===== src/rtl/star_softmax_norm_if.sv =====
// Handshake and LUT bus of the softmax normalisation stage.
// The slave modport is the normaliser; the master modport is its surroundings
// (match-vector engine upstream, exp LUT, result consumer).
interface star_softmax_norm_if #(
  parameter int N_ELEM = 16,
  parameter int N_BKT  = 64,
  parameter int CNT_W  = 5,
  parameter int EXP_W  = 8,
  parameter int OUT_W  = 8
);
  localparam int AW = $clog2(N_BKT);
  localparam int IW = $clog2(N_ELEM);

  logic                   in_valid;
  logic                   in_ready;
  logic [N_BKT-1:0]       in_sub_mv;
  logic [N_BKT*CNT_W-1:0] in_sum_mv;
  logic                   lut_req;
  logic [AW-1:0]          lut_addr;
  logic [EXP_W-1:0]       lut_data;
  logic                   out_valid;
  logic                   out_ready;
  logic [OUT_W-1:0]       out_data;
  logic [IW-1:0]          out_idx;
  logic                   out_last;
  logic                   err_zero_den;
  logic                   done;

  modport slave (
    input  in_valid, in_sub_mv, in_sum_mv, lut_data, out_ready,
    output in_ready, lut_req, lut_addr, out_valid, out_data, out_idx,
           out_last, err_zero_den, done
  );

  modport master (
    output in_valid, in_sub_mv, in_sum_mv, lut_data, out_ready,
    input  in_ready, lut_req, lut_addr, out_valid, out_data, out_idx,
           out_last, err_zero_den, done
  );
endinterface


===== src/rtl/star_softmax_norm.sv =====
// Softmax normalisation stage behind the STAR match-vector engine.
// Collects one row of one-hot bucket vectors plus the bucket histogram,
// accumulates the denominator sum(count[k]*exp[k]) from the exp LUT, then
// emits exp[bucket_j]*2^OUT_W/denom per element using a bit-serial
// restoring divider that saturates at 2^OUT_W-1.
module star_softmax_norm #(
  parameter int N_ELEM = 16,
  parameter int N_BKT  = 64,
  parameter int CNT_W  = 5,
  parameter int EXP_W  = 8,
  parameter int DEN_W  = 12,
  parameter int OUT_W  = 8
) (
  input  logic                   clk,
  input  logic                   reset,
  star_softmax_norm_if.slave     bus
);
  localparam int AW  = $clog2(N_BKT);
  localparam int IW  = $clog2(N_ELEM);
  localparam int PW  = CNT_W + EXP_W;
  localparam int DCW = $clog2(OUT_W + 2);

  typedef enum logic [2:0] {
    IDLE, COLLECT, ACCUM, LREAD, LWAIT, DIV, OUT
  } state_t;

  state_t                 state;
  logic [N_BKT*CNT_W-1:0] sum_q;
  logic [AW-1:0]          bkt_q [N_ELEM];
  logic [N_ELEM-1:0]      null_q;
  logic [IW-1:0]          beat_cnt;
  logic [AW:0]            acc_cnt;
  logic [DEN_W-1:0]       denom;
  logic [IW-1:0]          elem;
  logic [DEN_W:0]         rem;
  logic [OUT_W:0]         quo;
  logic [DCW-1:0]         dcnt;

  logic                   in_ready_q;
  logic                   lut_req_q;
  logic [AW-1:0]          lut_addr_q;
  logic                   out_valid_q;
  logic [OUT_W-1:0]       out_data_q;
  logic [IW-1:0]          out_idx_q;
  logic                   out_last_q;
  logic                   err_q;
  logic                   done_q;

  logic                   beat_fire;
  logic [CNT_W-1:0]       cnt_arr [N_BKT];
  logic [AW-1:0]          acc_idx;
  logic [PW-1:0]          prod;
  logic [EXP_W-1:0]       numer;
  logic [DEN_W:0]         div_trial;
  logic                   div_ge;
  logic [DEN_W:0]         div_rem_nxt;
  logic [OUT_W:0]         quo_nxt;
  logic [IW-1:0]          elem_nxt;

  // Bucket of an element: lowest set bit wins, so multi-hot vectors collapse
  // to their smallest bucket index.
  function automatic logic [AW-1:0] lsb_index(input logic [N_BKT-1:0] v);
    lsb_index = '0;
    for (int k = N_BKT - 1; k >= 0; k--) begin
      if (v[k]) lsb_index = AW'(k);
    end
  endfunction

  // A set integer quotient bit means exp >= denom, i.e. probability >= 1.0,
  // which is clamped to the largest representable fraction.
  function automatic logic [OUT_W-1:0] sat_quo(input logic [OUT_W:0] q);
    sat_quo = q[OUT_W] ? {OUT_W{1'b1}} : q[OUT_W-1:0];
  endfunction

  assign bus.in_ready     = in_ready_q;
  assign bus.lut_req      = lut_req_q;
  assign bus.lut_addr     = lut_addr_q;
  assign bus.out_valid    = out_valid_q;
  assign bus.out_data     = out_data_q;
  assign bus.out_idx      = out_idx_q;
  assign bus.out_last     = out_last_q;
  assign bus.err_zero_den = err_q;
  assign bus.done         = done_q;

  // Histogram unpacking, denominator term, and one restoring-divider step.
  always_comb begin
    beat_fire = bus.in_valid && in_ready_q;
    for (int k = 0; k < N_BKT; k++) begin
      cnt_arr[k] = sum_q[k*CNT_W +: CNT_W];
    end
    // LUT data lags its address by one cycle, so it belongs to bucket acc_cnt-1.
    acc_idx  = acc_cnt[AW-1:0] - 1'b1;
    prod     = {{EXP_W{1'b0}}, cnt_arr[acc_idx]} * {{CNT_W{1'b0}}, bus.lut_data};
    numer    = null_q[elem] ? '0 : bus.lut_data;
    elem_nxt = elem + 1'b1;
    // First step yields the integer bit from the unshifted numerator; the
    // remaining OUT_W steps shift in zeros for the fraction bits.
    div_trial   = (dcnt == '0) ? rem : {rem[DEN_W-1:0], 1'b0};
    div_ge      = div_trial >= {1'b0, denom};
    div_rem_nxt = div_ge ? (div_trial - {1'b0, denom}) : div_trial;
    quo_nxt     = {quo[OUT_W-1:0], div_ge};
  end

  // Frame controller: collection, denominator build, per-element divide/output.
  always_ff @(posedge clk or negedge reset) begin
    if (!reset) begin
      state       <= IDLE;
      sum_q       <= '0;
      for (int i = 0; i < N_ELEM; i++) bkt_q[i] <= '0;
      null_q      <= '0;
      beat_cnt    <= '0;
      acc_cnt     <= '0;
      denom       <= '0;
      elem        <= '0;
      rem         <= '0;
      quo         <= '0;
      dcnt        <= '0;
      in_ready_q  <= 1'b0;
      lut_req_q   <= 1'b0;
      lut_addr_q  <= '0;
      out_valid_q <= 1'b0;
      out_data_q  <= '0;
      out_idx_q   <= '0;
      out_last_q  <= 1'b0;
      err_q       <= 1'b0;
      done_q      <= 1'b0;
    end else begin
      done_q <= 1'b0;
      case (state)
        IDLE: begin
          in_ready_q <= 1'b1;
          if (beat_fire) begin
            sum_q     <= bus.in_sum_mv;
            bkt_q[0]  <= lsb_index(bus.in_sub_mv);
            null_q[0] <= ~|bus.in_sub_mv;
            beat_cnt  <= IW'(1);
            denom     <= '0;
            err_q     <= 1'b0;
            state     <= COLLECT;
          end
        end
        COLLECT: begin
          if (beat_fire) begin
            bkt_q[beat_cnt]  <= lsb_index(bus.in_sub_mv);
            null_q[beat_cnt] <= ~|bus.in_sub_mv;
            if (beat_cnt == IW'(N_ELEM - 1)) begin
              in_ready_q <= 1'b0;
              acc_cnt    <= '0;
              lut_req_q  <= 1'b1;
              lut_addr_q <= '0;
              state      <= ACCUM;
            end else begin
              beat_cnt <= beat_cnt + 1'b1;
            end
          end
        end
        ACCUM: begin
          if (acc_cnt != '0) denom <= denom + prod[DEN_W-1:0];
          if (acc_cnt == (AW+1)'(N_BKT)) begin
            elem       <= '0;
            lut_req_q  <= 1'b1;
            lut_addr_q <= bkt_q[0];
            state      <= LREAD;
          end else begin
            acc_cnt <= acc_cnt + 1'b1;
            if (acc_cnt == (AW+1)'(N_BKT - 1)) begin
              lut_req_q  <= 1'b0;
              lut_addr_q <= '0;
            end else begin
              lut_addr_q <= acc_cnt[AW-1:0] + 1'b1;
            end
          end
        end
        LREAD: begin
          lut_req_q  <= 1'b0;
          lut_addr_q <= '0;
          state      <= LWAIT;
        end
        LWAIT: begin
          if (denom == '0) begin
            err_q       <= 1'b1;
            out_data_q  <= '0;
            out_valid_q <= 1'b1;
            out_idx_q   <= elem;
            out_last_q  <= (elem == IW'(N_ELEM - 1));
            state       <= OUT;
          end else begin
            rem   <= {{(DEN_W + 1 - EXP_W){1'b0}}, numer};
            quo   <= '0;
            dcnt  <= '0;
            state <= DIV;
          end
        end
        DIV: begin
          if (dcnt == DCW'(OUT_W + 1)) begin
            out_data_q  <= sat_quo(quo);
            out_valid_q <= 1'b1;
            out_idx_q   <= elem;
            out_last_q  <= (elem == IW'(N_ELEM - 1));
            state       <= OUT;
          end else begin
            rem  <= div_rem_nxt;
            quo  <= quo_nxt;
            dcnt <= dcnt + 1'b1;
          end
        end
        OUT: begin
          if (bus.out_ready) begin
            out_valid_q <= 1'b0;
            if (elem == IW'(N_ELEM - 1)) begin
              done_q     <= 1'b1;
              in_ready_q <= 1'b1;
              state      <= IDLE;
            end else begin
              elem       <= elem_nxt;
              lut_req_q  <= 1'b1;
              lut_addr_q <= bkt_q[elem_nxt];
              state      <= LREAD;
            end
          end
        end
        default: state <= IDLE;
      endcase
    end
  end
endmodule


===== src/flat_wrapper.sv =====
// flat-port wrapper written by rule: the top's interface ports become plain ports
module star_softmax_norm_flat 
#(
  parameter int N_ELEM = 16,
  parameter int N_BKT  = 64,
  parameter int CNT_W  = 5,
  parameter int EXP_W  = 8,
  parameter int DEN_W  = 12,
  parameter int OUT_W  = 8
)
  (clk, reset, bus_in_valid, bus_in_sub_mv, bus_in_sum_mv, bus_lut_data, bus_out_ready, bus_in_ready, bus_lut_req, bus_lut_addr, bus_out_valid, bus_out_data, bus_out_idx, bus_out_last, bus_err_zero_den, bus_done);
  star_softmax_norm_if #(.N_ELEM(N_ELEM), .N_BKT(N_BKT), .CNT_W(CNT_W), .EXP_W(EXP_W), .OUT_W(OUT_W)) bus_i ();
  input  logic clk;
  input  logic reset;
  input wire logic [$bits(bus_i.in_valid)-1:0] bus_in_valid;
  input wire logic [$bits(bus_i.in_sub_mv)-1:0] bus_in_sub_mv;
  input wire logic [$bits(bus_i.in_sum_mv)-1:0] bus_in_sum_mv;
  input wire logic [$bits(bus_i.lut_data)-1:0] bus_lut_data;
  input wire logic [$bits(bus_i.out_ready)-1:0] bus_out_ready;
  output wire logic [$bits(bus_i.in_ready)-1:0] bus_in_ready;
  output wire logic [$bits(bus_i.lut_req)-1:0] bus_lut_req;
  output wire logic [$bits(bus_i.lut_addr)-1:0] bus_lut_addr;
  output wire logic [$bits(bus_i.out_valid)-1:0] bus_out_valid;
  output wire logic [$bits(bus_i.out_data)-1:0] bus_out_data;
  output wire logic [$bits(bus_i.out_idx)-1:0] bus_out_idx;
  output wire logic [$bits(bus_i.out_last)-1:0] bus_out_last;
  output wire logic [$bits(bus_i.err_zero_den)-1:0] bus_err_zero_den;
  output wire logic [$bits(bus_i.done)-1:0] bus_done;
  assign bus_i.in_valid = bus_in_valid;
  assign bus_i.in_sub_mv = bus_in_sub_mv;
  assign bus_i.in_sum_mv = bus_in_sum_mv;
  assign bus_i.lut_data = bus_lut_data;
  assign bus_i.out_ready = bus_out_ready;
  assign bus_in_ready = bus_i.in_ready;
  assign bus_lut_req = bus_i.lut_req;
  assign bus_lut_addr = bus_i.lut_addr;
  assign bus_out_valid = bus_i.out_valid;
  assign bus_out_data = bus_i.out_data;
  assign bus_out_idx = bus_i.out_idx;
  assign bus_out_last = bus_i.out_last;
  assign bus_err_zero_den = bus_i.err_zero_den;
  assign bus_done = bus_i.done;
  star_softmax_norm #(.N_ELEM(N_ELEM), .N_BKT(N_BKT), .CNT_W(CNT_W), .EXP_W(EXP_W), .DEN_W(DEN_W), .OUT_W(OUT_W)) u_core (.clk(clk), .reset(reset), .bus(bus_i));
endmodule

===== config.mk =====
export PLATFORM = sky130hd
export DESIGN_NAME = star_softmax_norm_flat
export DESIGN_NICKNAME = d
export VERILOG_FILES = /design/src/rtl/star_softmax_norm_if.sv /design/src/rtl/star_softmax_norm.sv /design/src/flat_wrapper.sv
export SDC_FILE = /design/constraint.sdc
export NUM_CORES = 1
export LEC_CHECK = 0
export CAP_MARGIN = 10
export CELL_PAD_IN_SITES_DETAIL_PLACEMENT = 0
export CELL_PAD_IN_SITES_GLOBAL_PLACEMENT = 2
export CORE_AREA = 2 2 247 298
export DETAILED_ROUTE_END_ITERATION = 10
export DIE_AREA = 0 0 249 300
export GPL_TIMING_DRIVEN = 0
export HOLD_SLACK_MARGIN = 0.12
export PLACE_DENSITY = 0.86
export SLEW_MARGIN = 20
export SYNTH_ARGS = -nofsm -noshare
export SYNTH_HDL_FRONTEND = slang
export SYNTH_SLANG_ARGS = --single-unit

===== constraint.sdc =====
create_clock -name clk -period 7.8 [get_ports clk]
set_input_delay 1.95 -clock clk [delete_from_list [all_inputs] [get_ports clk]]
set_output_delay 1.95 -clock clk [all_outputs]
set_load 0.01 [all_outputs]

==> results.yml, run 1 <==
logic_synthesis:
  synth_top_cell_by_area: "dfrtp_1"
  synth_cell_types: 66
  ys_seq_area_share_pct: 48.6
  synth_top_area_share_pct: 48.6
  synth_nets: 2575
  synth_edf_count: 0
  async_reset_ff_share_pct: 100
  synth-seq-cells: 512
  ys_warn_count: 0
  synthCells: 2109
  avgSynthCellArea_sq_um: 12.5
  syn-cell-area_sq_mm: 0.0263
  synth.area.top_cells: "dfrtp_1 (49%), mux2_2 (14%), mux4_2 (11%), nand2_1 (3.3%), fa_1 (2.2%)"
  ys.flop_type: "dfrtp_1"
clocking:
  root_buffer: "clkbuf_16"
  clkSinkCount: 512
  tritoncts: "built"
  htree_levels: 2
  clk_pin_slew_worst_paths_ns: 0.06
  cts_buffer_depth: 3
  cts_buffers: 55
  clk_latency_ns: 0.62
  ctsHoldBuffers: 0
final_layout:
  drive_gt1_share_pct: 23.5
  nets: 3063
  area_delta_synth_final_pct: 28.8
  n_fill_cell: 6436
pwr:
  p_switching_mw: 7.52
  seq_power_share_pct: 23.6
  peakVddDrop_mv: 0.680
  p_comb_share_pct: 61.4
  internal_power_mw: 10.7
  p_clk_share_pct: 15.1
  p_per_area_mw_per_mm2: 537
  p_leak_nw: 14.0
  p_sw_share_pct: 41.3
  power_mw: 18.2
route:
  drc: 0
  drt_pass1_iterations: 7
  via_per_inst: 5.37
  num_vias: 19258
  antenna_left: 0
  drtIter0Drc: 1011
  drt_wl_total_mm: 85.1
  wl_per_cell_um: 23.7
floorplanning:
  die-width_um: 249
  chipHeight_um: 300
  die_area_sq_mm: 0.0747
  core_sq_mm: 0.0718
  initial_core_util_pct: 36.7
  ios: 420
  row_count: 108
sta:
  setup_viol: 0
  hold_viol_final: 0
  holdWs_ns: 0.469
  timing.fmax_mhz: 134
  period_minus_slack_ns: 7.46
  slew_violations: 0
  skew_ns: 0.0242
  slew-limit-headroom_pct: 40.5
  fin_crit_sh_pct: 95.6
  worst_pin_slew_ns: 0.885
global_routing:
  grt_max_degree: 101
  antenna_found_initial: 32
  grt_pass1_vias: 20708
  grt_pass1_wl_mm: 129
  grt_usage_pct: 22.9
  grt_overflow: 0
critical_path:
  cp.required_ns: 8.31
  crit_buf_inv: 8
  path_max_fanout: 10
  slowest_delay_ns: 0.57
  critPathArrivalTime_ns: 7.96
  path_delay_family: "adder cells"
  crit_slowest_cell: "mux4_2"
  path_class: "reg -> reg"
  cp-start-kind: "flop"
  cp_cell_sequence: "clkbuf_4 > buf_8 > buf_8 > inv_1 > ha_1 > buf_4 > buf_2 > mux4_2 > mux4_2 > mux4_2 > and2_1 > fa_1 > inv_1 > fa_1 > fa_1 > inv_1 > ha_1 > a21oi_1 > o22ai_1 > o41ai_1 > o21ai_0 > xnor2_1 > o31ai_1"
  end_kind: "flop"
place:
  dp_hpwl_mm: 67.1
  gp_congestion: 0.883
  portBuffers: 419
min_path:
  min_path_type: "reg -> reg"
run_status:
  status: "complete, no violations"
run:
  cap_viol_max_count: 0
final timing paths:
path | start | endpoint | slack [ns] | cells after the start
min reg2reg | u_core.bkt_q[57] | u_core.bkt_q[57] | 0.47 | 2
min in group asynchronous | reset | u_core.sum_q[202] | 1.29 | 1
max in group asynchronous | reset | u_core.bus.out_last | 4.81 | 4
max reg2reg | u_core.acc_cnt[0] | u_core.denom[11] | 0.34 | 23
max | u_core.acc_cnt[0] | u_core.denom[11] | 0.34 | 23
min | u_core.bkt_q[57] | u_core.bkt_q[57] | 0.47 | 2
layout by cell type (no fill, tap or decap), types with 38 or more instances in the layout:
cell type and count:
a21oi_1 53, clkbuf_1 101, clkbuf_16 56, clkdlybuf4s50_1 418
dfrtp_1 512, ha_1 41, inv_1 74, mux2_2 338
mux4_2 132, nand2_1 233, nand3_1 38, nor2_1 87
o21ai_0 108, o31ai_1 47
cell families after synthesis:
family          Yosys count  synth area share, %
xor+xnor                 24                0.969
flops                   512                 48.6
buf+inv                 199                 3.20
compound gates          331                 7.99
fa+ha+maj                70                 4.15
simple gates            470                 8.05
mux                     503                 27.0
registers in the layout, summed over array words and instances (netlist names):
register                 count
u_core.elem                  4
u_core.null_q               16
u_core.bus.in_ready          1
u_core.sum_q               320
u_core.bus.lut_req           1
u_core.bus.out_data          8
u_core.dcnt                  4
u_core.rem                  13
u_core.bus.done              1
u_core.beat_cnt              4
u_core.quo                   9
u_core.state                 3
u_core.bus.err_zero_den      1
u_core.bus.out_valid         1
u_core.bkt_q                96
u_core.bus.out_idx           4
u_core.bus.out_last          1
u_core.denom                12
u_core.acc_cnt               7
u_core.bus.lut_addr          6
repair_timing:
action	4_1_cts	5_1_grt
buffers inserted	1	5
endpoints found under the setup margin	7	2
pin swaps	1	0
resized for setup	18	8
Yosys cell counts, types with 18 or more instances:
cell type  number
ha_1           41
inv_1          74
mux4_2        132
nor3_1         23
o21ai_0       109
and2_1         18
nand3_1        38
a21oi_1        53
mux2i_1        29
nand2_1       233
dfrtp_1       512
clkbuf_1      102
fa_1           29
nor2_1         87
o21ai_1        21
mux2_2        338
o31ai_1        47
metrics by stage:
stage	std cells	setup TNS, ns	util [%]	cell area, sq um	worst slack [ns]
floorplan	2109	0	-	26300	1.11
global placement	3463	-9001.54	44.2	31700	-17.65
detailed placement	3469	-3.80	44.4	31900	-0.940
CTS	3567	0	47.1	33800	0.0143
global route	3582	-0.00265	47.3	33900	-0.00265
finish	3589	0	47.3	33900	0.344
area by class of cell:
type	instances	area [sq um]	area share (%)
Tap cell	935	1170	3.45
Inverter	74	278	0.819
Antenna cell	17	42.5	0.125
Clock buffer	73	1580	4.64
Sequential cell	512	12800	37.8
Buffer	125	642	1.89
Multi-Input combinational cell	1398	12700	37.4
Timing Repair Buffer	431	4390	12.9
Clock inverter	24	320	0.944
worst min-delay path, cell delays in order, from the launching register on:
cell and delay [ns]:
dfrtp_1 0.34, nand2_1 0.05, o31ai_1 0.05
power by group through the flow:
stage,logic (mW),clock network (mW),registers (mW)
floorplan,8.07,0,4.08
global placement,10.9,0,4.28
detailed placement,11.1,0,4.33
CTS,11.2,2.81,4.28
global route,12.4,2.92,4.41
finish,11.2,2.74,4.29
metal layers:
metal	up-vias	part of all wire (%)	GRT usage (%)
met1	9785	38	26.5
met5	-	0.27	0
li1	8712	-	-
met3	165	7.4	6.67
met4	34	3.3	7.63
met2	562	51	40.5
(Power assumes the default switching activity.)
==> inputs of run 2 (changes only) <==
--- a/config.mk
+++ b/config.mk
@@ -8,12 +8,13 @@
 export CAP_MARGIN = 10
 export CELL_PAD_IN_SITES_DETAIL_PLACEMENT = 0
 export CELL_PAD_IN_SITES_GLOBAL_PLACEMENT = 2
-export CORE_AREA = 2 2 247 298
+export CORE_AREA = 2 2 232 280
 export DETAILED_ROUTE_END_ITERATION = 10
-export DIE_AREA = 0 0 249 300
+export DIE_AREA = 0 0 234 282
+export DONT_BUFFER_PORTS = 1
 export GPL_TIMING_DRIVEN = 0
 export HOLD_SLACK_MARGIN = 0.12
-export PLACE_DENSITY = 0.86
+export PLACE_DENSITY = 0.82
 export SLEW_MARGIN = 20
 export SYNTH_ARGS = -nofsm -noshare
 export SYNTH_HDL_FRONTEND = slang
==> constraint.sdc (replaced) <==
create_clock -name clk -period 9.3 [get_ports clk]
set_input_delay 2.325 -clock clk [delete_from_list [all_inputs] [get_ports clk]]
set_output_delay 2.325 -clock clk [all_outputs]
set_load 0.01 [all_outputs]
==> results.yml, run 2 (synthesized netlist as in run 1, its figures left out) <==
min_path:
  hold_start: "u_core.bkt_q[15]"
  min_path_type: "reg -> reg"
  min_path_cells: 2
  min_to: "u_core.bkt_q[15]"
floorplanning:
  row_count: 101
  chipHeight_um: 282
  core_sq_mm: 0.0631
  die_area_sq_mm: 0.0660
  initial_core_util_pct: 41.8
  die-width_um: 234
  ios: 420
global_routing:
  antenna_found_initial: 60
  grt_usage_pct: 25.0
  grt_max_degree: 513
  grt_pass1_vias: 18665
  grt_pass1_wl_mm: 121
  grt_overflow: 0
critical_path:
  path_max_fanout: 10
  slowest_delay_ns: 0.88
  path_class: "reg -> reg"
  end_kind: "flop"
  cp.required_ns: 9.77
  r2r_setup_slack_ns: 0.79
  cp-start-kind: "flop"
  worstReg2RegStart: "u_core.acc_cnt[0]"
  crit_slowest_cell: "clkbuf_1"
  critPathArrivalTime_ns: 8.98
  r2r_cells: 26
  r2r-end: "u_core.denom[10]"
sta:
  holdWs_ns: 0.475
  fin_crit_sh_pct: 91.5
  timing.fmax_mhz: 118
  worst_slack_ns: 0.794
  worst_pin_slew_ns: 1.16
  slew_violations: 0
  rsz0062_at_grt: "false"
  slew-limit-headroom_pct: 23.0
  setup-tns-final_ns: 0
  hold_viol_final: 0
  skew_ns: 0.0345
  period_minus_slack_ns: 8.51
  setup_viol: 0
route:
  num_vias: 17755
  via_per_inst: 5.79
  wl_per_cell_um: 26.7
  drt_wl_total_mm: 82.0
  drc: 0
  drt_pass1_iterations: 5
  drtIter0Drc: 1133
  antenna_left: 0
clocking:
  clkSinkCount: 512
  cts_buffer_depth: 3
  ctsHoldBuffers: 0
  root_buffer: "clkbuf_16"
  htree_levels: 2
  cts_setup_buffers: 0
  clk_pin_slew_worst_paths_ns: 0.06
  tritoncts: "built"
  cts_buffers: 54
  post_cts_resized: 0
  clk_latency_ns: 0.61
pwr:
  peakVddDrop_mv: 0.476
  p_leak_nw: 12.3
  p_per_area_mw_per_mm2: 508
  power_mw: 15.0
final_layout:
  final_area_sq_mm: 0.0295
  drive_gt1_share_pct: 27.3
  fin_cells: 3067
  nets: 2632
  final_common_cell: "dfrtp_1"
  final_cell_mix: "dfrtp_1 (512), mux2_2 (338), nand2_1 (233), mux4_2 (132), o21ai_0 (109)"
  top_register: "u_core.sum_q"
  reg_top3: "u_core.sum_q (320), u_core.bkt_q (96), u_core.null_q (16)"
  area_delta_synth_final_pct: 11.9
  largest_reg_flops: 320
  fin_util_pct: 46.7
place:
  placed_area_sq_mm: 0.0274
  place_ws_ns: 0.759
  gp_congestion: 0.918
  dp_hpwl_mm: 63.6
  portBuffers: 0
  dp.cells: 2934
run:
  cap_viol_max_count: 0
run_status:
  status: "complete, no violations"
## run 2: layout make-up
class                           instances  area, sq um
Timing Repair Buffer                    1         5.00
Multi-Input combinational cell       1398        12700
Buffer                                125          568
Sequential cell                       512        12800
Clock inverter                         23          390
Inverter                               74          278
Clock buffer                           76         1610
Fill cell                            5655        33600
Tap cell                              824         1030
Antenna cell                           34         85.1
## run 2: report_power, final
part	internal [mW]	total, mW	switching [mW]
Combinational	4.19	8.95	4.77
Sequential	3.09	3.61	0.522
Clock	1.46	2.40	0.940
Total	8.73	15.0	6.23
## run 2: routing by layer
metal | global-route usage [%] | share of wire, % | vias up
met5 | 0 | 0.37 | -
met3 | 8.20 | 8.0 | 167
met2 | 41.6 | 50 | 586
met1 | 30.1 | 38 | 9084
li1 | - | - | 7872
met4 | 9.57 | 3.5 | 46
## run 2: critical path: cells and delay by family, from the launching register on
family / cells / cell delay (ns)
adder cells (fa/ha/maj): 5 / 2.18
flip-flops: 1 / 0.35
multiplexers: 3 / 1.64
buffers and inverters: 9 / 2.47
AO/OA/AOI/OAI: 7 / 1.30
AND/OR/NAND/NOR: 2 / 0.40
## run 2: how the worst max path moves through the flow
stage	from	end	slack (ns)	cells past startpoint
after global routing	u_core.acc_cnt[0]	u_core.denom[10]	0.40	26
after detailed placement	u_core.acc_cnt[0]	u_core.denom[10]	0.76	26
after floorplan	u_core.acc_cnt[0]	u_core.denom[10]	2.61	26
final	u_core.acc_cnt[0]	u_core.denom[10]	0.79	26
after CTS	u_core.acc_cnt[0]	u_core.denom[10]	0.73	26
after global placement	u_core.acc_cnt[0]	u_core.denom[10]	0.59	26
